===== config.mk =====
export PLATFORM = sky130hd
export DESIGN_NAME = mem_ctrl
export DESIGN_NICKNAME = d
export VERILOG_FILES = /design/src/rtl/mem_ctrl_pkg.sv /design/src/rtl/mem_ctrl.sv
export SDC_FILE = /design/constraint.sdc
export NUM_CORES = 1
export LEC_CHECK = 0
export BUFFER_PORTS_ARGS = -buffer_cell sky130_fd_sc_hd__buf_2
export CAP_MARGIN = 20
export CORE_AREA = 2 2 149 151
export CTS_CLUSTER_DIAMETER = 30
export CTS_CLUSTER_SIZE = 28
export DETAILED_ROUTE_END_ITERATION = 6
export DIE_AREA = 0 0 151 153
export GPL_TIMING_DRIVEN = 0
export HOLD_SLACK_MARGIN = 0.02
export PLACE_DENSITY = 0.92
export SYNTH_ARGS = -nofsm -noshare
export SYNTH_HDL_FRONTEND = slang
export SYNTH_SLANG_ARGS = --single-unit

===== constraint.sdc =====
create_clock -name clk -period 9.5 [get_ports clk]
set_input_delay 0.475 -clock clk [delete_from_list [all_inputs] [get_ports clk]]
set_output_delay 0.475 -clock clk [all_outputs]
set_load 0.005 [all_outputs]

===== src/rtl/mem_ctrl_pkg.sv =====
// Shared encodings, request payload and helpers for the IF/MEM memory responder.
package mem_ctrl_pkg;

    localparam int unsigned DATA_W = 32;
    localparam int unsigned CNT_W  = 3;

    localparam logic RST_ENABLE = 1'b0;

    localparam logic [1:0] IOM_NONE = 2'b00;
    localparam logic [1:0] IOM_IF   = 2'b01;
    localparam logic [1:0] IOM_MEM  = 2'b10;

    localparam logic [1:0] WIDTH_BYTE = 2'b00;
    localparam logic [1:0] WIDTH_HALF = 2'b01;
    localparam logic [1:0] WIDTH_WORD = 2'b10;

    localparam logic [1:0] ST_IDLE  = 2'b00;
    localparam logic [1:0] ST_READ  = 2'b01;
    localparam logic [1:0] ST_WRITE = 2'b10;

    // Transfer latched at acceptance and held for its whole duration.
    typedef struct packed {
        logic              is_if;
        logic              sign;
        logic [CNT_W-1:0]  nbytes;
        logic [DATA_W-1:0] base;
        logic [DATA_W-1:0] wdata;
    } req_t;

    // Byte count for a MEM width code; the reserved code 11 moves a word.
    function automatic logic [CNT_W-1:0] width_bytes(input logic [1:0] w);
        case (w)
            WIDTH_BYTE: return CNT_W'(1);
            WIDTH_HALF: return CNT_W'(2);
            default:    return CNT_W'(4);
        endcase
    endfunction

endpackage


===== src/rtl/mem_ctrl.sv =====
// Arbitrates IF fetches and MEM loads/stores onto a byte-wide registered RAM port.
module mem_ctrl
    import mem_ctrl_pkg::*;
#(
    parameter int unsigned RAM_ADDR_WIDTH = 32
) (
    input  logic                      clk,
    input  logic                      rst,
    input  logic                      if_request,
    input  logic [DATA_W-1:0]         if_addr,
    input  logic                      mem_request,
    input  logic                      mem_we,
    input  logic [1:0]                mem_width,
    input  logic                      mem_sign,
    input  logic [DATA_W-1:0]         mem_addr,
    input  logic [DATA_W-1:0]         mem_wdata,
    output logic                      busy_mem_ctrl,
    output logic [1:0]                if_or_mem_o,
    output logic [DATA_W-1:0]         mcl_instr,
    output logic [DATA_W-1:0]         pc_back,
    output logic [DATA_W-1:0]         mcl_data,
    output logic [RAM_ADDR_WIDTH-1:0] mem_a,
    output logic [7:0]                mem_dout,
    output logic                      mem_wr,
    input  logic [7:0]                mem_din
);

    logic [1:0]                state_q, state_d;
    logic [CNT_W-1:0]          cnt_q, cnt_d;
    req_t                      req_q, req_d;
    logic [DATA_W-1:0]         rd_q, rd_d;
    logic                      busy_q, busy_d;
    logic [1:0]                iom_q, iom_d;
    logic [DATA_W-1:0]         instr_q, instr_d;
    logic [DATA_W-1:0]         pc_q, pc_d;
    logic [DATA_W-1:0]         data_q, data_d;
    logic [RAM_ADDR_WIDTH-1:0] mem_a_q, mem_a_d;
    logic [7:0]                dout_q, dout_d;
    logic                      wr_q, wr_d;

    logic [CNT_W-1:0]          k;
    logic [4:0]                rd_sh;
    logic [4:0]                wr_sh;
    logic [DATA_W-1:0]         asm_word;

    // Next-state and output decode; k counts edges since the request was accepted.
    always_comb begin
        state_d  = state_q;
        cnt_d    = cnt_q;
        req_d    = req_q;
        rd_d     = rd_q;
        busy_d   = busy_q;
        iom_d    = IOM_NONE;
        instr_d  = instr_q;
        pc_d     = pc_q;
        data_d   = data_q;
        mem_a_d  = mem_a_q;
        dout_d   = dout_q;
        wr_d     = 1'b0;
        k        = cnt_q + CNT_W'(1);
        rd_sh    = {2'(k[1:0] - 2'd2), 3'b000};
        wr_sh    = {k[1:0], 3'b000};
        asm_word = rd_q;

        case (state_q)
            ST_IDLE: begin
                busy_d = 1'b0;
                if (mem_request) begin
                    req_d.is_if  = 1'b0;
                    req_d.sign   = mem_sign;
                    req_d.nbytes = width_bytes(mem_width);
                    req_d.base   = mem_addr;
                    req_d.wdata  = mem_wdata;
                    cnt_d        = '0;
                    busy_d       = 1'b1;
                    mem_a_d      = RAM_ADDR_WIDTH'(mem_addr);
                    if (mem_we) begin
                        dout_d  = mem_wdata[7:0];
                        wr_d    = 1'b1;
                        state_d = ST_WRITE;
                    end else begin
                        state_d = ST_READ;
                    end
                end else if (if_request) begin
                    req_d.is_if  = 1'b1;
                    req_d.sign   = 1'b0;
                    req_d.nbytes = CNT_W'(4);
                    req_d.base   = if_addr;
                    req_d.wdata  = '0;
                    cnt_d        = '0;
                    busy_d       = 1'b1;
                    mem_a_d      = RAM_ADDR_WIDTH'(if_addr);
                    state_d      = ST_READ;
                end
            end

            ST_READ: begin
                cnt_d = k;
                if (k < req_q.nbytes) begin
                    mem_a_d = RAM_ADDR_WIDTH'(req_q.base + DATA_W'(k));
                end
                // RAM data lags the address by two edges, so lane k-2 arrives now.
                if (k >= CNT_W'(2)) begin
                    asm_word[rd_sh +: 8] = mem_din;
                end
                rd_d = asm_word;
                if (k == req_q.nbytes + CNT_W'(1)) begin
                    busy_d  = 1'b0;
                    state_d = ST_IDLE;
                    if (req_q.is_if) begin
                        instr_d = asm_word;
                        pc_d    = req_q.base + DATA_W'(4);
                        iom_d   = IOM_IF;
                    end else begin
                        case (req_q.nbytes)
                            CNT_W'(1): data_d = {{24{req_q.sign & asm_word[7]}}, asm_word[7:0]};
                            CNT_W'(2): data_d = {{16{req_q.sign & asm_word[15]}}, asm_word[15:0]};
                            default:   data_d = asm_word;
                        endcase
                        iom_d = IOM_MEM;
                    end
                end
            end

            ST_WRITE: begin
                cnt_d = k;
                if (k < req_q.nbytes) begin
                    mem_a_d = RAM_ADDR_WIDTH'(req_q.base + DATA_W'(k));
                    dout_d  = req_q.wdata[wr_sh +: 8];
                    wr_d    = 1'b1;
                end else begin
                    busy_d  = 1'b0;
                    iom_d   = IOM_MEM;
                    state_d = ST_IDLE;
                end
            end

            default: begin
                busy_d  = 1'b0;
                state_d = ST_IDLE;
            end
        endcase
    end

    // State and output registers with synchronous active-low reset.
    always_ff @(posedge clk) begin
        if (rst == RST_ENABLE) begin
            state_q <= ST_IDLE;
            cnt_q   <= '0;
            req_q   <= '0;
            rd_q    <= '0;
            busy_q  <= 1'b0;
            iom_q   <= IOM_NONE;
            instr_q <= '0;
            pc_q    <= '0;
            data_q  <= '0;
            mem_a_q <= '0;
            dout_q  <= '0;
            wr_q    <= 1'b0;
        end else begin
            state_q <= state_d;
            cnt_q   <= cnt_d;
            req_q   <= req_d;
            rd_q    <= rd_d;
            busy_q  <= busy_d;
            iom_q   <= iom_d;
            instr_q <= instr_d;
            pc_q    <= pc_d;
            data_q  <= data_d;
            mem_a_q <= mem_a_d;
            dout_q  <= dout_d;
            wr_q    <= wr_d;
        end
    end

    assign busy_mem_ctrl = busy_q;
    assign if_or_mem_o   = iom_q;
    assign mcl_instr     = instr_q;
    assign pc_back       = pc_q;
    assign mcl_data      = data_q;
    assign mem_a         = mem_a_q;
    assign mem_dout      = dout_q;
    assign mem_wr        = wr_q;

endmodule


# == Yosys cells after proc, flatten, opt, wreduce, memory -nomap -nowiden ==
# Cells that the tools add are included.
# W data, S select, Z words.
# totals
ff_bits,246
out_inout_bits,140
wordCells,94
# op_classes
addsub,6
order_cmp,2
n_eq_ne,13
n_shift,3
n_mux,37
bitwise,3
n_reduce_logical,14
# op_table
op,n
$mux W32,5
$mux W69,2
$pmux W32 S2,2
$add A32 B3 Y32,1
$add A32 B3 Y32 const B,1
$bwmux W32,1
$shift A8 B7 Y32 const A,1
$shiftx A32 B6 Y8,1
$shiftx A8 B7 Y32,1
$mux W8,3
$mux W2,8
$pmux W8 S2,1
$pmux W3 S2,2
$reduce_and A3 Y1,4
$ne A2 B2 Y1 const B,5
$mux W1,7
$neg A5 Y7,1
$add A3 B1 Y3 const B,2
$mux W3,2
$pmux W2 S3,1
$reduce_and A2 Y1,3
$reduce_bool A2 Y1,3
$eq A2 B1 Y1 const B,2
$logic_not A2 Y1,2
other kinds (16),17

# == Depth between registers and ports, before layout ==
# Gate-level depths: netlist (run 1).
# depth
depth_word,9
ltp_mapped,12

# == Worst setup path after synthesis (run 1) ==
# OpenSTA, ideal clock, no wires.
# synth_path
kind,register to register
from,register cnt_q[0]
to,"register mem_a_q[28], in the netlist mem_a[28]"
setup_ns,0.132
t_arrival_ns,3.144
required_time_ns,9.368
setup_slack_ns,6.225
path_stages_with_launch,13
path_buffers,3
path_cell_list,dfxtp_1 -> clkbuf_1 -> buf_2 -> inv_1 -> ha_1 -> buf_2 -> inv_1 -> fa_1 -> nor2b_1 -> o2111ai_1 -> nor3_1 -> xnor2_1 -> a21oi_1
# synth_between
elab_chain_len,4
word_cells_on_any_way,7
cone_classes,add/sub (2); order compare (1); eq/ne (1); mux (2); reduce/logical (1)
# synth_lines
element,line,text
"start, declared",mem_ctrl.sv:29,"logic [CNT_W-1:0] cnt_q, cnt_d;"
"start signal, assigned",mem_ctrl.sv:162,cnt_q <= cnt_d;
$add A3 B1 Y3 (*),mem_ctrl.sv:60,k = cnt_q + CNT_W'(1);
$add A32 B3 Y32 or $lt A3 B3 Y1 (tied branches),--,
$mux W32 or $ne A2 B1 Y1 (tied branches),--,
$pmux W32 S2 or $reduce_and A3 Y1 (tied branches),--,
"end signal, assigned",mem_ctrl.sv:170,mem_a_q <= mem_a_d;
"end, declared",mem_ctrl.sv:37,"logic [RAM_ADDR_WIDTH-1:0] mem_a_q, mem_a_d;"
# Every way passes the cells marked *; elsewhere a longest branch is shown, timed or not. The select of a mux whose other input is x is not followed.
# A chain may end at the register's enable or synchronous reset.

# == Worst setup path after layout (run 1) ==
# layout_path
from,register cnt_q[0]
to,"register mem_a_q[26], in the netlist mem_a[26]"
# Same word-level chain as after synthesis.

==> results of run 1 <==
cell families (layout without fill, tap and decap cells):
| logic type | after synthesis | count (layout) | share of synthesized area |
|---|---|---|---|
| AO/OA/AOI/OAI | 315 | 315 | 0.213 |
| XOR/XNOR | 61 | 61 | 0.0472 |
| adder cells (fa/ha/maj) | 19 | 19 | 0.0211 |
| buffers and inverters | 136 | 466 | 0.0539 |
| flip-flops | 246 | 246 | 0.423 |
| multiplexers | 76 | 76 | 0.0752 |
| other | 0 | 3 | 0 |
| AND/OR/NAND/NOR | 425 | 425 | 0.166 |
metal layers:
metal	track usage	wire length, microns	vias up
met2	0.537	18300	792
met5	0	0	-
li1	-	-	5195
met4	0.174	2070	0
met3	0.0716	4200	172
met1	0.417	14700	5376
final cells by class:
class,count,area [sq um],area share
multi-input cells,896,6080,0.411
flip-flops and latches,246,4920,0.333
repair buffers,250,1250,0.0845
clock buffers,51,1160,0.0783
plain buffers,119,563,0.0380
clock inverters,29,404,0.0273
well taps,280,350,0.0237
inverters,17,63.8,0.00431
diodes,3,7.51,0.000507
worst paths after layout:
path / end / start / cells past startpoint / slack, ns
worst max-delay path: mem_a[26] / cnt_q[0] / 12 / 4.95
worst min-delay path: req_q[21] / mem_wdata[21] / 3 / 0.18
worst max register to register: mem_a[26] / cnt_q[0] / 12 / 4.95
worst min register to register: pc_back[3] / pc_back[3] / 2 / 0.46
worst max-delay path, delay by kind of cell, from the launching register on:
family                     cells  cell delay [ns]
xor gates and xnor gates       1             0.18
DFF                            1             0.59
and+or+nand+nor                2             0.81
adders and majority gates      2             0.99
buffers and inverters          5             1.49
AOI/OAI and AO/OA              2             0.35
where the power goes:
group | switching (mW) | internal, mW | total, mW
Combinational | 0.585 | 0.353 | 0.938
Sequential | 0.101 | 1.19 | 1.29
Clock | 0.560 | 1.10 | 1.66
Total | 1.25 | 2.64 | 3.89
sequential cells by signal, indices dropped and copies added, names as in the netlist:
name / count
pc_back: 32
mem_a: 32
mem_dout: 8
mcl_instr: 32
rd_q: 32
busy_mem_ctrl: 1
cnt_q: 3
mcl_data: 32
req_q: 69
mem_wr: 1
state_q: 2
if_or_mem_o: 2
metrics by stage:
stage	std cells	hold WS (ns)	area, sq um	setup slack, ns	util
finish	1891	0.182	14800	4.95	0.689
global route	1889	0.193	14800	4.70	0.689
CTS	1888	0.181	14800	5.03	0.689
detailed placement	1808	0.448	13200	5.12	0.616
global placement	1808	0.442	13200	5.16	0.616
floorplan	1278	0.448	11600	6.22	-
cells in the mapped netlist, types with 29 or more instances:
library cell	number
xnor2_1	30
a211oi_2	44
buf_2	34
nor2_1	233
a21oi_1	57
xor2_1	29
a22oi_1	36
dfxtp_1	246
nand2_1	53
mux2i_1	57
a211oi_1	73
clkbuf_1	66
o21ai_0	31
==> qor.yml, run 1 <==
status: "finished with violations"
violations: "design-rule violations"
drv_cap: 0
crit_type: "flop to flop"
ir_drop_mv: 0.124
ios: 252
final_common_cell: "buf_2"
vias_per_cell: 6.10
syn_to_final_growth_pct: 27.3
postRouteAntennaNets: 0
antenna_found_initial: 2
powerDensity_mw_per_mm2: 263
finalSetupTns_ns: 0
grt_use_total: 0.333
netlist_instances: 1278
finalSetupViolCount: 0
dpl.hpwl_mm: 27.7
start_util: 0.541
clk_path_buf_depth: 3
mostFrequentLayoutCells: "buf_2 (284), dfxtp_1 (246), nor2_1 (233)"
core_sq_mm: 0.0215
hold_violations: 0
cp-start-kind: "flop"
dieArea_sq_mm: 0.0231
first_iter_violations: 1421
synth_cell_types: 62
path_clk_slew_ns: 0.05
dr_total_vias: 11500
drive_above_1_share: 0.287
std_cell_rows: 54
synthArstFlopShare: 0
fmaxAchievable_mhz: 220
die_h_microns: 153
root_buffer: "clkbuf_16"
grt_max_degree: 12
clock_latency_ns: 0.55
finalMaxSlewViolations: 0
crit_fanout: 10
routedWlPerCell_microns: 20.8
grt_pass1_vias: 11400
ys_seq_area_frac: 0.423
p_leak_nw: 6.13
tightest_slew_ns: 0.963
synth_edf_count: 0
yosys.area.top_type: "dfxtp_1"
final_nets: 1705
overflow: 0
drtPass1Iterations: 7
cp_slowest_cell: "dfxtp_1"
synth.area.top_cells: "dfxtp_1 (42%), nor2_1 (7.5%), mux2i_1 (4.9%)"
drc_errors: 10
hold_path_class: "input port to flop"
portBuffers: 250
synth_top_area_frac: 0.423
cp.arrival_ns: 4.96
crit_path_max_incr_delay_ns: 0.59
path_cells: "clkbuf_1 -> buf_2 -> inv_1 -> ha_1 -> buf_2 -> inv_1 -> fa_1 -> nor2b_1 -> o211ai_1 -> nor3_1 -> xnor2_1 -> o22ai_1"
ys.flop_type: "dfxtp_1"
required_ns: 9.91
slew_headroom: 0.357
finalCritPeriodShare: 0.479
drt_wl_total_mm: 39.3
power.total_mw: 3.89
avgSynthCellArea_sq_um: 9.10
endpoint_kind: "flop"
synth_nets: 1409
place.gp.congestion: 0.967
htreeDepth: 2
holdBufCountCts: 0
cts_resized: 0
rsz0062_at_grt: "false"
clock_skew_ns: 0.0250
ys_ff_latch: 246
fillCellCount: 1546
cts_made_buffers: 44
grt_pass1_wl_mm: 60.7
die_w_microns: 151
finalCriticalPeriod_ns: 4.55
clock-sinks: 246
synth_area_sq_mm: 0.0116
ys_warn_count: 0
postCtsSetupBuffers: 0
cts_tree: "built"
Note: power is estimated with default switching activity, not from simulation.
==> run 2: changes to the inputs <==
==> constraint.sdc (replaced) <==
create_clock -name clk -period 4.3 [get_ports clk]
set_input_delay 0.215 -clock clk [delete_from_list [all_inputs] [get_ports clk]]
set_output_delay 0.215 -clock clk [all_outputs]
set_load 0.005 [all_outputs]
==> qor.yml, run 2 (synthesized netlist as in run 1, its figures left out) <==
path_clk_slew_ns: 0.06  # about the same
clock-sinks: 246  # unchanged
std_cell_rows: 54  # unchanged
cp-start-kind: "flop"
slew_headroom: 0.363  # +0.00669
whs_ns: 0.0716  # -0.110 ns
p_leak_nw: 6.28  # +2.4%
finalSetupTns_ns: 0  # unchanged
path_cells: "clkbuf_1 -> buf_2 -> inv_1 -> ha_2 -> buf_4 -> inv_1 -> fa_1 -> nor2b_2 -> o211ai_1 -> nor3_1 -> xnor2_1 -> o22ai_1"
switching_share: 0.328  # +0.00683
fin_area_sq_mm: 0.0152  # +2.5%
die_h_microns: 153  # unchanged
rr_startpoint: "cnt_q[0]"
hold_path_class: "input port to flop"
finalSetupViolCount: 0  # unchanged
drc_errors: 0  # -10
placed_area_sq_mm: 0.0132  # unchanged
finalMaxSlewViolations: 0  # unchanged
clk_path_buf_depth: 3  # unchanged
crit_type: "flop to flop"
fmaxAchievable_mhz: 244  # +11%
seqPwrFrac: 0.328  # -0.003
combPwrFrac: 0.245  # +0.004
cp_common_cell: "inv_1"
clock_skew_ns: 0.0328  # +0.00778 ns
portBuffers: 250  # unchanged
core_sq_mm: 0.0215  # unchanged
endpoint_kind: "flop"
finalCriticalPeriod_ns: 4.09  # -0.454 ns
tightest_slew_ns: 0.953  # -0.0100 ns
vias_per_cell: 6.25  # +2.5%
drt_wl_total_mm: 42.4  # +7.8%
grt_pass1_wl_mm: 64.1  # +5.7%
start_util: 0.541  # unchanged
ir_drop_mv: 0.317  # +150%
postRouteAntennaNets: 0  # unchanged
crit_start: "cnt_q[0]"
grt_max_degree: 12  # unchanged
grt_pass1_vias: 11800  # +4.0%
dieArea_sq_mm: 0.0231  # unchanged
drtPass1Iterations: 7  # unchanged
dpl.hpwl_mm: 27.7  # unchanged
drv_cap: 0  # unchanged
finalCritPeriodShare: 0.952  # +0.473
required_ns: 4.71  # -5.20 ns
pwr-share-clk: 0.427  # about the same
cts_made_buffers: 44  # unchanged
htreeDepth: 2  # unchanged
ios: 252  # unchanged
largest_register_ff_count: 69  # unchanged
p_switching_mw: 2.85  # +130%
overflow: 0  # unchanged
rsz0062_at_grt: "false"
p_int_mw: 5.86  # +120%
powerDensity_mw_per_mm2: 574  # +120%
final_nets: 1740  # +2.1%
postCtsSetupBuffers: 0  # unchanged
final_cells: 1928  # +2.0%
die_w_microns: 151  # unchanged
place.gp.congestion: 0.967  # unchanged
crit_fanout: 10  # unchanged
power.total_mw: 8.71  # +120%
dp_cells: 1808  # unchanged
antenna_found_initial: 5  # +3
final_common_cell: "buf_2"
hold_violations: 0  # unchanged
first_iter_violations: 1712  # +20%
mostFrequentLayoutCells: "buf_2 (283), dfxtp_1 (245), nor2_1 (233)"
status: "completed"
crit_path_max_incr_delay_ns: 0.49  # -0.10 ns
cp.arrival_ns: 4.50  # -0.46 ns
max_flop_register: "req_q"
min_from: "mem_width[1]"
cts_tree: "built"
grt_use_total: 0.354  # +0.0211
root_buffer: "clkbuf_16"
dr_total_vias: 12100  # +4.5%
syn_to_final_growth_pct: 30.4
drive_above_1_share: 0.283  # -0.00429
routedWlPerCell_microns: 22.0  # +5.7%
clock_latency_ns: 0.55  # about the same
cp_slowest_cell: "ha_2"
run 2: final timing paths:
kind / to / slack [ns] / depth (start not counted)
setup / recovery: mem_a[26] / 0.21 / 12
hold / removal: req_q[64] / 0.07 / 4
setup reg to reg: mem_a[26] / 0.21 / 12
hold reg to reg: pc_back[1] / 0.47 / 2
run 2: layout make-up:
class                           count  area (sq um)
Antenna cell                        5          12.5
Buffer                            119           566
Clock buffer                       51          1160
Clock inverter                     29           404
Fill cell                        1481          6320
Inverter                           17          63.8
Multi-Input combinational cell    896          6080
Sequential cell                   246          4930
Tap cell                          280           350
Timing Repair Buffer              285          1600
run 2: through the flow:
| stage | setup slack [ns] | util |
|---|---|---|
| floorplan | 1.02 | - |
| global placement | -0.0393 | 0.616 |
| detailed placement | -0.0809 | 0.616 |
| CTS | 0.110 | 0.705 |
| global route | 0.0989 | 0.706 |
| finish | 0.206 | 0.706 |
run 2: power by group through the flow:
stage | Sequential [mW] | Combinational (mW) | Clock (mW)
after floorplan | 2.84 | 1.31 | 0
after global placement | 2.85 | 1.91 | 0
after detailed placement | 2.87 | 1.97 | 0
after CTS | 2.83 | 2.05 | 3.68
after global routing | 2.88 | 2.29 | 3.81
final | 2.85 | 2.14 | 3.72
run 2: what timing repair did:
action	in CTS	in global routing
hold endpoints to repair	35	0
setup endpoints to repair	9	6
pin swaps	0	0
hold buffers	35	0
resized for setup	2	2
run 2: layer usage:
layer | vias up | track usage | part of all wire
met5 | - | 0 | 0
met1 | 5578 | 0.430 | 0.36
met3 | 257 | 0.0806 | 0.12
met4 | 0 | 0.220 | 0.075
met2 | 974 | 0.567 | 0.45
li1 | 5249 | - | -
run 2: critical path, delay by kind of cell, from the launching register on:
kind            cells  cell delay [ns]
compound gates      2             0.33
simple gates        2             0.70
flops               1             0.48
fa+ha+maj           2             0.94
xor+xnor            1             0.19
buf+inv             5             1.31
==> run 3: changes to the inputs <==
==> constraint.sdc (replaced) <==
create_clock -name clk -period 4.9 [get_ports clk]
set_input_delay 0.245 -clock clk [delete_from_list [all_inputs] [get_ports clk]]
set_output_delay 0.245 -clock clk [all_outputs]
set_load 0.005 [all_outputs]
==> qor.yml, run 3 (synthesized netlist as in run 1, its figures left out) <==
rsz0062_at_grt: "false"
hold_violations: 0  # unchanged
largest_register_ff_count: 69  # unchanged
htreeDepth: 2  # unchanged
crit_start: "cnt_q[0]"
crit_type: "flop to flop"
path_clk_slew_ns: 0.05  # about the same
start_util: 0.541  # unchanged
grt_pass1_vias: 11700  # -1.2%
overflow: 0  # unchanged
multiInputGateArea_sq_mm: 0.00608  # about the same
cp_slowest_cell: "dfxtp_1"
dp_cells: 1808  # unchanged
antenna_found_initial: 4  # -1
endpoint_kind: "flop"
final_common_cell: "buf_2"
drt_wl_total_mm: 41.6  # -1.8%
cp-start-kind: "flop"
drtPass1Iterations: 6  # -1
clock-sinks: 246  # unchanged
fillCellCount: 1496  # +1.0%
fmaxAchievable_mhz: 220  # -10%
dieArea_sq_mm: 0.0231  # unchanged
clock_latency_ns: 0.55  # about the same
rr_startpoint: "cnt_q[0]"
area.sequential_sq_mm: 0.00492  # about the same
finalMaxSlewViolations: 0  # unchanged
max_flop_register: "req_q"
syn_to_final_growth_pct: 30.0
routedWlPerCell_microns: 21.7  # -1.5%
finalSetupTns_ns: 0  # unchanged
cts_made_buffers: 44  # unchanged
cts_tree: "built"
cp-endpoint: "mem_a[26]"
p_leak_nw: 6.26  # -0.27%
grt_pass1_wl_mm: 63.6  # -0.87%
ios: 252  # unchanged
powerDensity_mw_per_mm2: 504  # -12%
r2r_cells: 12  # unchanged
drive_above_1_share: 0.282  # -0.00114
postRouteAntennaNets: 0  # unchanged
status: "completed"
finalCriticalPeriod_ns: 4.55  # +0.453 ns
dpl.hpwl_mm: 27.7  # unchanged
root_buffer: "clkbuf_16"
final_cells: 1923  # -0.26%
slew_headroom: 0.362  # -0.00115
finalCritPeriodShare: 0.928  # -0.0242
portBuffers: 250  # unchanged
std_cell_rows: 54  # unchanged
final_nets: 1736  # -0.23%
rr_endpoint: "mem_a[26]"
grt_max_degree: 12  # unchanged
ff2ff_setup_slack_ns: 0.35  # +0.15 ns
die_h_microns: 153  # unchanged
drc_errors: 0  # unchanged
drv_cap: 0  # unchanged
core_sq_mm: 0.0215  # unchanged
mostFrequentLayoutCells: "buf_2 (284), dfxtp_1 (246), nor2_1 (233)"
clock_skew_ns: 0.0319  # -0.000926 ns
path_cells: "clkbuf_1 -> buf_2 -> inv_1 -> ha_1 -> buf_2 -> inv_1 -> fa_1 -> nor2b_1 -> o211ai_1 -> nor3_1 -> xnor2_1 -> o22ai_1"
ir_drop_mv: 0.265  # -17%
grt_use_total: 0.351  # -0.00311
cp.arrival_ns: 4.95  # +0.45 ns
crit_path_max_incr_delay_ns: 0.60  # +0.11 ns
die_w_microns: 151  # unchanged
clk_path_buf_depth: 3  # unchanged
finalSetupViolCount: 0  # unchanged
tightest_slew_ns: 0.954  # +0.00172 ns
dr_total_vias: 11900  # -1.1%
required_ns: 5.30  # +0.59 ns
power.total_mw: 7.62  # -13%
place.gp.congestion: 0.967  # unchanged
crit_fanout: 10  # unchanged
first_iter_violations: 1651  # -3.6%
hold_path_class: "input port to flop"
vias_per_cell: 6.20  # -0.80%
min_from: "mem_wdata[1]"
## run 3: cell types whose count changed in the layout (fill, tap and decap cells not counted), sizes merged
| cell | before | now |
|---|---|---|
| dlygate4sd3 | 35 | 31 |
| diode | 5 | 4 |
## run 3: critical path, delay by kind of cell, from the launching register on
kind	cells	cell delay, ns
XOR/XNOR	1	0.19
AO/OA/AOI/OAI	2	0.35
AND/OR/NAND/NOR	2	0.81
adder cells (fa/ha/maj)	2	0.98
buffers and inverters	5	1.48
flip-flops	1	0.60
## run 3: worst min-delay path by stage
| stage | to | cells past startpoint |
|---|---|---|
| after floorplan | req_q[0] | 2 |
| after global placement | pc_back[3] | 2 |
| after detailed placement | mem_a[1] | 2 |
| after CTS | req_q[17] | 3 |
| after global routing | req_q[17] | 3 |
| final | req_q[1] | 3 |
## run 3: metrics by stage
stage                util  instance area (sq um)  setup WS, ns  hold WS [ns]
floorplan               -                  11600          1.62         0.393
global placement    0.616                  13200         0.561         0.442
detailed placement  0.616                  13200         0.519         0.448
CTS                 0.703                  15100         0.432        0.0208
global route        0.703                  15100         0.157        0.0273
finish              0.703                  15100         0.354        0.0230
## run 3: repair_timing
action	4_1_cts	5_1_grt
setup buffers	0	0
setup endpoints to repair	0	0
gates resized for setup	0	0
hold buffers	31	0
hold endpoints to repair	31	0
## run 3: final cells by class
type | count | area share
multi-input cells | 896 | 0.402
flip-flops and latches | 246 | 0.326
well taps | 280 | 0.0232
clock inverters | 29 | 0.0267
repair buffers | 281 | 0.103
inverters | 17 | 0.00422
plain buffers | 119 | 0.0373
diodes | 4 | 0.000662
clock buffers | 51 | 0.0767
## run 3: power breakdown
part | internal (mW) | switching, mW
registers | 2.30 | 0.203
clock network | 2.13 | 1.12
logic | 0.700 | 1.16
## run 3: metal layers
layer | track usage | wire (microns)
met1 | 0.432 | 15200
met2 | 0.560 | 18900
met3 | 0.0740 | 4690
met4 | 0.216 | 2910
met5 | 0 | 0
